**src/rtl/interval_timer.sv**
```systemverilog
`default_nettype none
// ============================================================================
// Module      : interval_timer
// Description : Programmable-rate tick generator driving a loadable countdown
//               timer with synchronous restart and pause. Emits a one-cycle
//               tick enable per divider period while running and a one-cycle
//               expired pulse when the countdown reaches zero.
// Revision    : 1.0 - initial release
// ============================================================================
module interval_timer #(
    parameter int unsigned CLK_FREQ = 27000000,
    parameter int unsigned TICK_HZ  = 1,
    parameter int unsigned VAL_W    = 4
) (
    input  logic             clock,
    input  logic             reset,
    input  logic             start_timer,
    input  logic [VAL_W-1:0] value,
    input  logic             pause,
    output logic             one_hz_enable,
    output logic             expired,
    output logic [VAL_W-1:0] count,
    output logic             busy
);

    // Divider period in clock cycles; must be an exact integer of at least 2.
    localparam int unsigned C_DIV   = CLK_FREQ / TICK_HZ;
    localparam int unsigned C_DIV_W = (C_DIV > 1) ? $clog2(C_DIV) : 1;
    localparam logic [C_DIV_W-1:0] C_DIV_LAST = C_DIV_W'(C_DIV - 1);
    localparam logic [VAL_W-1:0]   C_ONE      = VAL_W'(1);

    typedef enum logic [1:0] {
        ST_IDLE   = 2'd0,
        ST_RUN    = 2'd1,
        ST_PAUSED = 2'd2
    } state_t;

    state_t             state_q, state_d;
    logic [C_DIV_W-1:0] div_q,   div_d;
    logic [VAL_W-1:0]   count_q, count_d;
    logic               tick_q,  tick_d;
    logic               exp_q,   exp_d;
    logic               busy_q,  busy_d;

    // State and output registers; reset overrides every other update.
    always_ff @(posedge clock) begin
        if (reset) begin
            state_q <= ST_IDLE;
            div_q   <= '0;
            count_q <= '0;
            tick_q  <= 1'b0;
            exp_q   <= 1'b0;
            busy_q  <= 1'b0;
        end else begin
            state_q <= state_d;
            div_q   <= div_d;
            count_q <= count_d;
            tick_q  <= tick_d;
            exp_q   <= exp_d;
            busy_q  <= busy_d;
        end
    end

    // Next-state logic: start has priority over pause and over a pending tick.
    // A paused state leaving pause on this edge advances the divider at once,
    // so exactly the cycles sampled with pause high are lost.
    always_comb begin
        state_d = state_q;
        div_d   = div_q;
        count_d = count_q;
        tick_d  = 1'b0;
        exp_d   = 1'b0;

        if (start_timer) begin
            div_d   = '0;
            count_d = value;
            if (value != '0) begin
                state_d = ST_RUN;
            end else begin
                // Zero-length interval completes immediately.
                state_d = ST_IDLE;
                exp_d   = 1'b1;
            end
        end else begin
            case (state_q)
                ST_IDLE: begin
                    div_d = '0;
                end
                ST_RUN, ST_PAUSED: begin
                    if (pause) begin
                        state_d = ST_PAUSED;
                    end else begin
                        state_d = ST_RUN;
                        if (div_q == C_DIV_LAST) begin
                            div_d  = '0;
                            tick_d = 1'b1;
                            if (count_q != '0) begin
                                count_d = count_q - C_ONE;
                                if (count_q == C_ONE) begin
                                    exp_d   = 1'b1;
                                    state_d = ST_IDLE;
                                end
                            end
                        end else begin
                            div_d = div_q + C_DIV_W'(1);
                        end
                    end
                end
                default: begin
                    state_d = ST_IDLE;
                    div_d   = '0;
                end
            endcase
        end

        busy_d = (state_d != ST_IDLE);
    end

    assign one_hz_enable = tick_q;
    assign expired       = exp_q;
    assign count         = count_q;
    assign busy          = busy_q;

endmodule
`default_nettype wire

```
**config.mk**
```make
export PLATFORM = sky130hd
export DESIGN_NAME = interval_timer
export DESIGN_NICKNAME = d
export VERILOG_FILES = /design/src/rtl/interval_timer.sv
export SDC_FILE = /design/constraint.sdc
export NUM_CORES = 1
export LEC_CHECK = 0
export ABC_AREA = 1
export CORE_AREA = 3 3 93 95
export DETAILED_ROUTE_END_ITERATION = 16
export DIE_AREA = 0 0 96 98
export GPL_TIMING_DRIVEN = 0
export PLACE_DENSITY = 0.4
export SLEW_MARGIN = 0
export SYNTH_ARGS = -nofsm -noshare
export SYNTH_HDL_FRONTEND = slang
export SYNTH_SLANG_ARGS = --single-unit
```
**constraint.sdc**
```tcl
create_clock -name clock -period 1.5 [get_ports clock]
set_input_delay 0.3 -clock clock [delete_from_list [all_inputs] [get_ports clock]]
set_output_delay 0.3 -clock clock [all_outputs]
set_load 0.01 [all_outputs]
```
==> out/qor.txt, run 1 <==
Status: finished, violations left
Failing checks: negative setup slack
Final Cycle Share: 1.003
Clock power frac: 0.387
Num CTS Buffers: 5
Distinct cells, synth: 35
Average wire per standard cell: 12.21 µm
Port bufs: 12
Placed Instances: 389
Initial DRC count: 75
H-tree Lvls: 2
Number of enable flip-flop cells after synthesis: 0
Leakage: 1.034 nW
Clock skew: 0.01109 ns
Max-cap violation count: 0
Setup WS post-layout: -0.004699 ns
Seq/Total Area, Yosys: 0.3480
Initial antenna violation count: 0
Synth Flop Type: dfxtp_1
Ports: 15
Hold Worst Slack: 0.2686 ns
Syn. warnings: 0
Footprint of the multi-input gates: 0.001252 mm²
Die area: 0.009408 mm²
P&R area growth vs syn: 34.36%
DRC: 0
DR vias/cell: 4.471
Asr flop ratio synth: 0
Initial core utilization: 0.2505
Slew margin rel.: 0.7824
Combinational Power Share: 0.110
Overall Global Routing Usage: 0.1176
RSZ-0062 raised after global routing: true
Clock Sinks: 34
Core Box Area: 0.007807 mm²
First-pass GRT wire length: 8528 µm
Internal Power: 0.001381 W
Pre-CTS worst setup slack: -0.3406 ns
Critical Path RT: 1.69 ns
Drt first pass iters: 4
Flop pwr share: 0.503
Syn_area_per_cell: 7.111 µm²
Die Height: 98 µm
CTS clk-pin slew, worst paths: 0.07 ns
Cell count after synthesis: 275
Finished Layout Cells: 410
# rows: 32
Pwr dens: 705.3 mW/mm²
CTS tree: built
DR vias: 1833
FF+latch area: 706.9 µm²
WL final: 5006 µm
Worst Path Max Fanout: 4
Antenna cells: 0
Tmin final: 1.505 ns
RePlAce Congestion: 0.7625
Fmax: 664.6 MHz
Fill count: 840
Vias in the first global route: 1793
Max clock buf depth: 2
Final Cell Area: 0.002628 mm²
Worst slew pin tran: 0.3234 ns
Worst vdd ir: 0.2696 mV
GRT overflow: 0
Fin. Hold Viols: 0
Hold-fix buffers, CTS: 0
Flop and latch count out of synthesis: 34
Mapped Area: 0.001956 mm²
CP Class: flop to flop
Syn_nets: 289
Sw frac: 0.2550
Worst skew pair latency: 0.29 ns
Largest net degree at the start of global routing: 11
Final nets: 321
Worst setup SP type: flop
CP arrival: 1.69 ns
Final setup violation count: 1
Psw: 0.0004727 W
Worst hold path type: input port to flop
Die Width: 96 µm
Layout cells sized above 1: 0.3344
CTS root buffer: clkbuf_8
Antenna viol nets, final: 0
DP Area: 0.002203 mm²
Hpwl dp: 3675 µm
Crit. End Element: flop
Max-slew violations: 0
## cell usage after synthesis (2+ instances only)
library cell  number  area share
nand3b_1           2      0.0077
nand4_1            7       0.022
nor2_2             5       0.016
inv_2              5      0.0096
nand4_2            2       0.013
nor4_1             3      0.0096
xor2_1             6       0.027
o21ai_1            3      0.0077
nor3b_1            2      0.0077
nor2_4             5       0.029
nand3_1           23       0.059
nand3_2            2       0.010
nor2_1            36       0.069
o21ai_0            9       0.023
nor3_1            10       0.026
dfxtp_1           34        0.35
nor3_4             2       0.017
ha_1               6       0.038
inv_1             37       0.071
nand2_1           47       0.090
a21oi_1            9       0.023
nand2_2            7       0.022
## layout by cell type (no fill, tap or decap), types with 6 or more instances in the layout
cell,Yosys,final
a21oi_1,9,8
buf_4,1,9
clkbuf_8,0,6
clkdlybuf4s50_1,0,8
dfxtp_1,34,17
dfxtp_2,0,15
inv_1,37,36
nand2_1,47,38
nand2_2,7,13
nand3_1,23,17
nand3_2,2,6
nand4_1,7,7
nor2_1,36,26
nor2_2,5,10
nor2_4,5,10
nor3_1,10,8
o21ai_0,9,8
xor2_1,6,6
## worst paths after layout
| kind | from | to | slack, ns | cells past startpoint |
|---|---|---|---|---|
| max reg2reg | div_q[0]$_SDFFE_PP0N_ | div_q[19]$_SDFFE_PP0N_ | -0.005 | 10 |
| min reg2reg | div_q[14]$_SDFFE_PP0N_ | div_q[14]$_SDFFE_PP0N_ | 0.45 | 1 |
| max | div_q[0]$_SDFFE_PP0N_ | div_q[19]$_SDFFE_PP0N_ | -0.005 | 10 |
| min | pause | one_hz_enable$_SDFF_PP0_ | 0.27 | 2 |
## sequential cells by signal, indices dropped and copies added, names as in the netlist
signal and count:
expired 1, div_q 25, state_q 2, one_hz_enable 1, busy 1, count 4
## cell type report
class / instances / area share
inverter: 43 / 0.06619
tap: 102 / 0.04857
timing repair buffer: 25 / 0.09286
clock inverter: 1 / 0.001905
buffer: 3 / 0.01190
clock buffer: 7 / 0.03286
sequential: 34 / 0.2690
multi-input combinational: 195 / 0.4767
## power by group through the flow
stage                     registers, W  logic [W]  clock network, W
final                         0.000933   0.000204          0.000717
after global routing          0.000936   0.000229          0.000797
after CTS                     0.000935   0.000194          0.000752
after detailed placement      0.000956   0.000175                 0
after global placement        0.000956   0.000175                 0
after floorplan               0.000958   0.000104                 0
## metrics by stage
| stage | utilization | power [W] | setup TNS [ns] |
|---|---|---|---|
| finish | 0.3365 | 0.001853 | -0.004699 |
| global route | 0.3365 | 0.001962 | -1.720 |
| CTS | 0.3210 | 0.001881 | -0.04828 |
| global placement | 0.2822 | 0.001131 | -6.678 |
| floorplan | - | 0.001061 | 0 |
| detailed placement | 0.2822 | 0.001131 | -7.122 |
## critical path, cell delays in order, from the launching register on
cell     delay [ns]
dfxtp_4        0.37
ha_4           0.16
nand2_4        0.06
nor2_4         0.08
nand2_2        0.07
nor2_4         0.16
nand3_2        0.10
nand2_4        0.16
buf_6          0.13
a21oi_2        0.03
o21a_1         0.09
## repair_timing
action / CTS / global route
pin swaps: 15 / 16
buffers inserted: 8 / 4
cloned: 1 / 0
resized for setup: 44 / 32
endpoints found under the setup margin: 31 / 32
## layer usage
metal,part of all wire,vias up,GRT usage,wire (µm)
li1,-,953,-,-
met1,0.48,848,0.1547,2404
met2,0.47,24,0.1843,2362
met3,0.031,8,0.03467,155
met4,0.017,0,0.03501,84
met5,0,-,0,0
## kinds of logic after synthesis
| logic type | after synthesis | synth area share |
|---|---|---|
| adder cells (fa/ha/maj) | 6 | 0.03839 |
| AO/OA/AOI/OAI | 27 | 0.07742 |
| AND/OR/NAND/NOR | 155 | 0.4075 |
| buffers and inverters | 46 | 0.09725 |
| flip-flops | 34 | 0.3480 |
| XOR/XNOR | 7 | 0.03135 |
Note: power is estimated with default switching activity, not from simulation.
==> run 2, diff against run 1 <==
--- a/config.mk
+++ b/config.mk
@@ -11,6 +11,7 @@
 export DIE_AREA = 0 0 96 98
 export GPL_TIMING_DRIVEN = 0
 export PLACE_DENSITY = 0.4
+export REMOVE_ABC_BUFFERS = 1
 export SLEW_MARGIN = 0
 export SYNTH_ARGS = -nofsm -noshare
 export SYNTH_HDL_FRONTEND = slang
==> out/qor.txt, run 2 (synthesized netlist as in run 1, its figures left out) <==
Crit. End Element: flop
Worst skew pair latency: 0.29 ns
H-tree Lvls: 2
DR vias: 1808
Die area: 0.009408 mm²
Finished Layout Cells: 413
Max FFs per register: 25
Die Height: 98 µm
Worst setup SP type: flop
Final nets: 324
WL final: 5113 µm
Hpwl dp: 3669 µm
Slew margin rel.: 0.7842
CTS clk-pin slew, worst paths: 0.07 ns
Max clock buf depth: 2
Status: finished, violations left
Fin. Hold Viols: 0
CTS root buffer: clkbuf_8
Pre-CTS worst setup slack: -0.6854 ns
Hold Worst Slack: 0.4652 ns
Initial DRC count: 76
Critical-path cell list: ha_4, nand2_4, nor2_4, nand2_2, nor2_4, nand3_2, nand2_4, inv_8, o21ai_1, nor2_1
DRC: 0
Critical Path RT: 1.68 ns
Failing checks: negative setup slack
Hold depth: 1
Clock skew: 0.008428 ns
Most common cell after layout, fill and taps aside: nand2_1
Num CTS Buffers: 5
CP Class: flop to flop
Fmax: 652.7 MHz
Worst vdd ir: 0.3673 mV
Max-cap violation count: 0
Tmin final: 1.532 ns
Worst slew pin tran: 0.3208 ns
Pwr dens: 737.4 mW/mm²
Leakage: 1.083 nW
Worst Path Max Fanout: 8
Overall Global Routing Usage: 0.1216
Critical Path Max Stage Delay: 0.37 ns
Placed Instances: 388
Ports: 15
Top delay family on crit path: simple AND/OR/NAND/NOR gates
Final core utilization: 0.3455
Max-slew violations: 0
Final Cycle Share: 1.021
Hold endpoint: div_q[14]$_SDFFE_PP0N_
Flop2flop setup slack: -0.03 ns
Antenna viol nets, final: 0
Clock Sinks: 34
Commonest cells after routing, fill and taps aside: 42 x nand2_1, 35 x inv_1, 24 x nor2_1, 17 x nand3_1
Sum of buffers and inverters on the critical path: 1
Layout cells sized above 1: 0.3633
Antenna cells: 0
Worst path slowest cell: dfxtp_4
Initial core utilization: 0.2505
Final setup violation count: 10
# rows: 32
Core Box Area: 0.007807 mm²
Register name with the most flops: div_q
DR vias/cell: 4.378
Die Width: 96 µm
FF-to-FF Start: div_q[0]$_SDFFE_PP0N_
RSZ-0062 raised after global routing: true
Largest net degree at the start of global routing: 12
P&R area growth vs syn: 37.94%
CP arrival: 1.72 ns
Worst hold path type: flop to flop
Port bufs: 14
Initial antenna violation count: 0
Drt first pass iters: 4
CTS tree: built
Hold path startpoint: div_q[14]$_SDFFE_PP0N_
RePlAce Congestion: 0.7521
Vias in the first global route: 1828
First-pass GRT wire length: 8949 µm
GRT overflow: 0
Setup WS post-layout: -0.03221 ns
FF-to-FF path depth: 10
Average wire per standard cell: 12.38 µm
Worst R2R End: div_q[15]$_SDFFE_PP0N_
[run 2: cell types whose count changed in the layout (fill, tap and decap cells not counted), moves of 2 or more]
cell / change
nand4_4: +2
a21oi_2: +2
nor2_2: +2
nor3_2: +2
nor3_1: -2
nor2_1: -2
nand2_1: +4
a21oi_1: -2
nand4_2: -2
nand2_2: -5
buf_4: +3
[run 2: stage by stage]
| stage | cell area (µm²) | setup TNS, ns | power (W) |
|---|---|---|---|
| 2_1_floorplan | 1932 | -0.2883 | 0.001050 |
| 4_1_cts | 2534 | -0.1405 | 0.002011 |
| 3_5_place_dp | 2200 | -14.23 | 0.001129 |
| 6_report | 2698 | -0.2028 | 0.001989 |
| 5_1_grt | 2698 | -2.912 | 0.002100 |
| 3_3_place_gp | 2200 | -13.97 | 0.001130 |
[run 2: layout make-up]
type | instances | area (µm²)
clock buffer | 5 | 68.82
clock inverter | 3 | 40.04
fill | 837 | 5110
inverter | 43 | 173.9
multi-input combinational | 195 | 1295
sequential | 34 | 708.2
tap | 102 | 127.6
timing repair buffer | 31 | 284.0
[run 2: how the worst max path moves through the flow]
stage,from,end,slack [ns],depth (start not counted)
floorplan,div_q[0]$_SDFFE_PP0N_,div_q[14]$_SDFFE_PP0N_,-0.05,10
global placement,pause,div_q[24]$_SDFFE_PP0N_,-0.65,9
detailed placement,pause,div_q[24]$_SDFFE_PP0N_,-0.69,9
CTS,div_q[1]$_SDFFE_PP0N_,div_q[16]$_SDFFE_PP0N_,-0.05,9
global route,div_q[0]$_SDFFE_PP0N_,div_q[15]$_SDFFE_PP0N_,-0.15,10
finish,div_q[0]$_SDFFE_PP0N_,div_q[15]$_SDFFE_PP0N_,-0.03,10
[run 2: what timing repair did]
item,in CTS,in global routing
hold buffers,0,0
endpoints found under the setup margin,35,32
gates cloned,0,0
pin swaps,16,23
resized for setup,44,46
buffers inserted,14,3
hold endpoints to repair,0,0
[run 2: worst reg2reg max path, stage by stage (launching register included)]
cell and delay (ns):
dfxtp_4 0.37, ha_4 0.17, nand2_4 0.07, nor2_4 0.11, nand2_2 0.07, nor2_4 0.18, nand3_2 0.12, nand2_4 0.15
inv_8 0.07, o21ai_1 0.08, nor2_1 0.06
[run 2: report_power, final]
| group | total, W | switching (W) | internal, W | leakage (nW) |
|---|---|---|---|---|
| registers | 0.000935 | 0.0000171 | 0.000918 | 0.284 |
| clock network | 0.000852 | 0.000363 | 0.000489 | 0.0579 |
| logic | 0.000202 | 0.000116 | 0.0000861 | 0.741 |
[run 2: routing by layer]
metal  track usage  up-vias  routed length (µm)
met5             0        -                   0
met4       0.03282        0                  60
met3       0.03621        6                 180
met2        0.1822       22                2320
met1        0.1685      819                2551
li1              -      961                   -
==> run 3, diff against run 2 <==
--- a/config.mk
+++ b/config.mk
@@ -10,7 +10,7 @@
 export DETAILED_ROUTE_END_ITERATION = 16
 export DIE_AREA = 0 0 96 98
 export GPL_TIMING_DRIVEN = 0
-export PLACE_DENSITY = 0.4
+export PLACE_DENSITY_LB_ADDON = 0.08
 export REMOVE_ABC_BUFFERS = 1
 export SLEW_MARGIN = 0
 export SYNTH_ARGS = -nofsm -noshare
==> out/qor.txt, run 3 (synthesized netlist as in run 1, its figures left out) <==
Worst path slowest cell: dfxtp_4
Slew margin rel.: 0.7550
Worst skew pair latency: 0.29 ns
Drt first pass iters: 4
Critical Path Max Stage Delay: 0.37 ns
Critical-path cell list: ha_4, nand2_2, nor3_4, nand4_4, nor2_4, nand3_1, nor2_1, nor2_2
Layout cells sized above 1: 0.3560
Critical Path RT: 1.69 ns
P&R area growth vs syn: 36.34%
H-tree Lvls: 2
Clock skew: 0.003392 ns
CP Class: flop to flop
RSZ-0062 raised after global routing: true
Clock Sinks: 34
Worst Path Max Fanout: 4
Power Total: 0.001952 W
Commonest cells after routing, fill and taps aside: 42 x nand2_1, 33 x inv_1, 28 x nor2_1, 18 x dfxtp_2, 16 x nand3_1
Placed Instances: 388
Initial antenna violation count: 0
GRT overflow: 0
Largest net degree at the start of global routing: 11
CP arrival: 1.67 ns
DR vias: 1807
Num CTS Buffers: 5
Hpwl dp: 3809 µm
Die area: 0.009408 mm²
Final Cell Area: 0.002666 mm²
DRC: 0
Fmax: 676.6 MHz
Vias in the first global route: 1784
Total negative slack: 0 ns
Crit. End Element: flop
Tmin final: 1.478 ns
Worst hold path type: flop to flop
Max clock buf depth: 2
Register name with the most flops: div_q
# rows: 32
WL final: 5165 µm
Fin. Hold Viols: 0
Max FFs per register: 25
Leakage: 1.052 nW
Die Height: 98 µm
Max-cap violation count: 0
CTS clk-pin slew, worst paths: 0.07 ns
DR vias/cell: 4.397
Worst setup SP type: flop
First-pass GRT wire length: 8700 µm
Initial core utilization: 0.2505
Status: finished clean
CTS root buffer: clkbuf_8
RePlAce Congestion: 0.7523
Flop2flop setup slack: 0.02 ns
Final nets: 322
Final setup violation count: 0
Initial DRC count: 33
Finished Layout Cells: 411
Overall Global Routing Usage: 0.1179
Worst slew pin tran: 0.3675 ns
Ports: 15
CTS tree: built
DP Area: 0.002200 mm²
Average wire per standard cell: 12.57 µm
Worst vdd ir: 0.2565 mV
Die Width: 96 µm
Core Box Area: 0.007807 mm²
Max-slew violations: 0
Port bufs: 14
Final Cycle Share: 0.9853
Most common cell after layout, fill and taps aside: nand2_1
Antenna cells: 0
Fill count: 866
Pwr dens: 732.0 mW/mm²
Antenna viol nets, final: 0
## run 3: cell types whose count changed in the layout (fill, tap and decap cells not counted), sizes merged
| cell | delta |
|---|---|
| clkbuf | +3 |
| dlymetal6s2s | -1 |
| bufinv | -1 |
| clkdlybuf4s50 | +1 |
| buf | -2 |
| clkinv | -2 |
## run 3: through the flow
step	utilization	hold slack (ns)	setup slack [ns]
after floorplan	-	0.3691	-0.05268
after global placement	0.2817	0.4790	-0.6801
after detailed placement	0.2817	0.4921	-0.6719
after CTS	0.3128	0.5104	-0.04838
after global routing	0.3415	0.4940	-0.09847
final	0.3415	0.4716	0.02208
## run 3: power breakdown
group | leakage [nW] | total (W) | internal, W | switching, W
logic | 0.708 | 0.000197 | 0.0000836 | 0.000113
clock network | 0.0575 | 0.000822 | 0.000464 | 0.000358
registers | 0.286 | 0.000933 | 0.000917 | 0.0000161
## run 3: layout make-up
class	count	area [µm²]	area share
clock buffer	8	110.1	0.04130
inverter	43	173.9	0.06523
multi-input combinational	195	1285	0.4819
sequential	34	714.4	0.2679
tap	102	127.6	0.04786
timing repair buffer	29	255.2	0.09573
## run 3: worst paths after layout
path	start	endpoint	cells past startpoint
worst max-delay path	div_q[0]$_SDFFE_PP0N_	div_q[24]$_SDFFE_PP0N_	8
worst min-delay path	div_q[14]$_SDFFE_PP0N_	div_q[14]$_SDFFE_PP0N_	1
worst max register to register	div_q[0]$_SDFFE_PP0N_	div_q[24]$_SDFFE_PP0N_	8
worst min register to register	div_q[14]$_SDFFE_PP0N_	div_q[14]$_SDFFE_PP0N_	1
## run 3: critical path: cells and delay by family, from the launching register on
kind / cells / cell delay (ns)
adders and majority gates: 1 / 0.16
and+or+nand+nor: 7 / 0.85
DFF: 1 / 0.37
## run 3: layer usage
| layer | wire length (µm) | GRT usage | up-vias |
|---|---|---|---|
| met1 | 2515 | 0.1585 | 827 |
| met2 | 2487 | 0.1864 | 18 |
| li1 | - | - | 958 |
| met4 | 51 | 0.03282 | 0 |
| met5 | 0 | 0 | - |
| met3 | 111 | 0.02851 | 4 |
## run 3: repair_timing
action | in CTS | in global routing
resized for setup | 32 | 54
hold buffers | 0 | 0
pin swaps | 8 | 20
setup endpoints to repair | 35 | 31
setup buffers | 8 | 7
hold endpoints to repair | 0 | 0
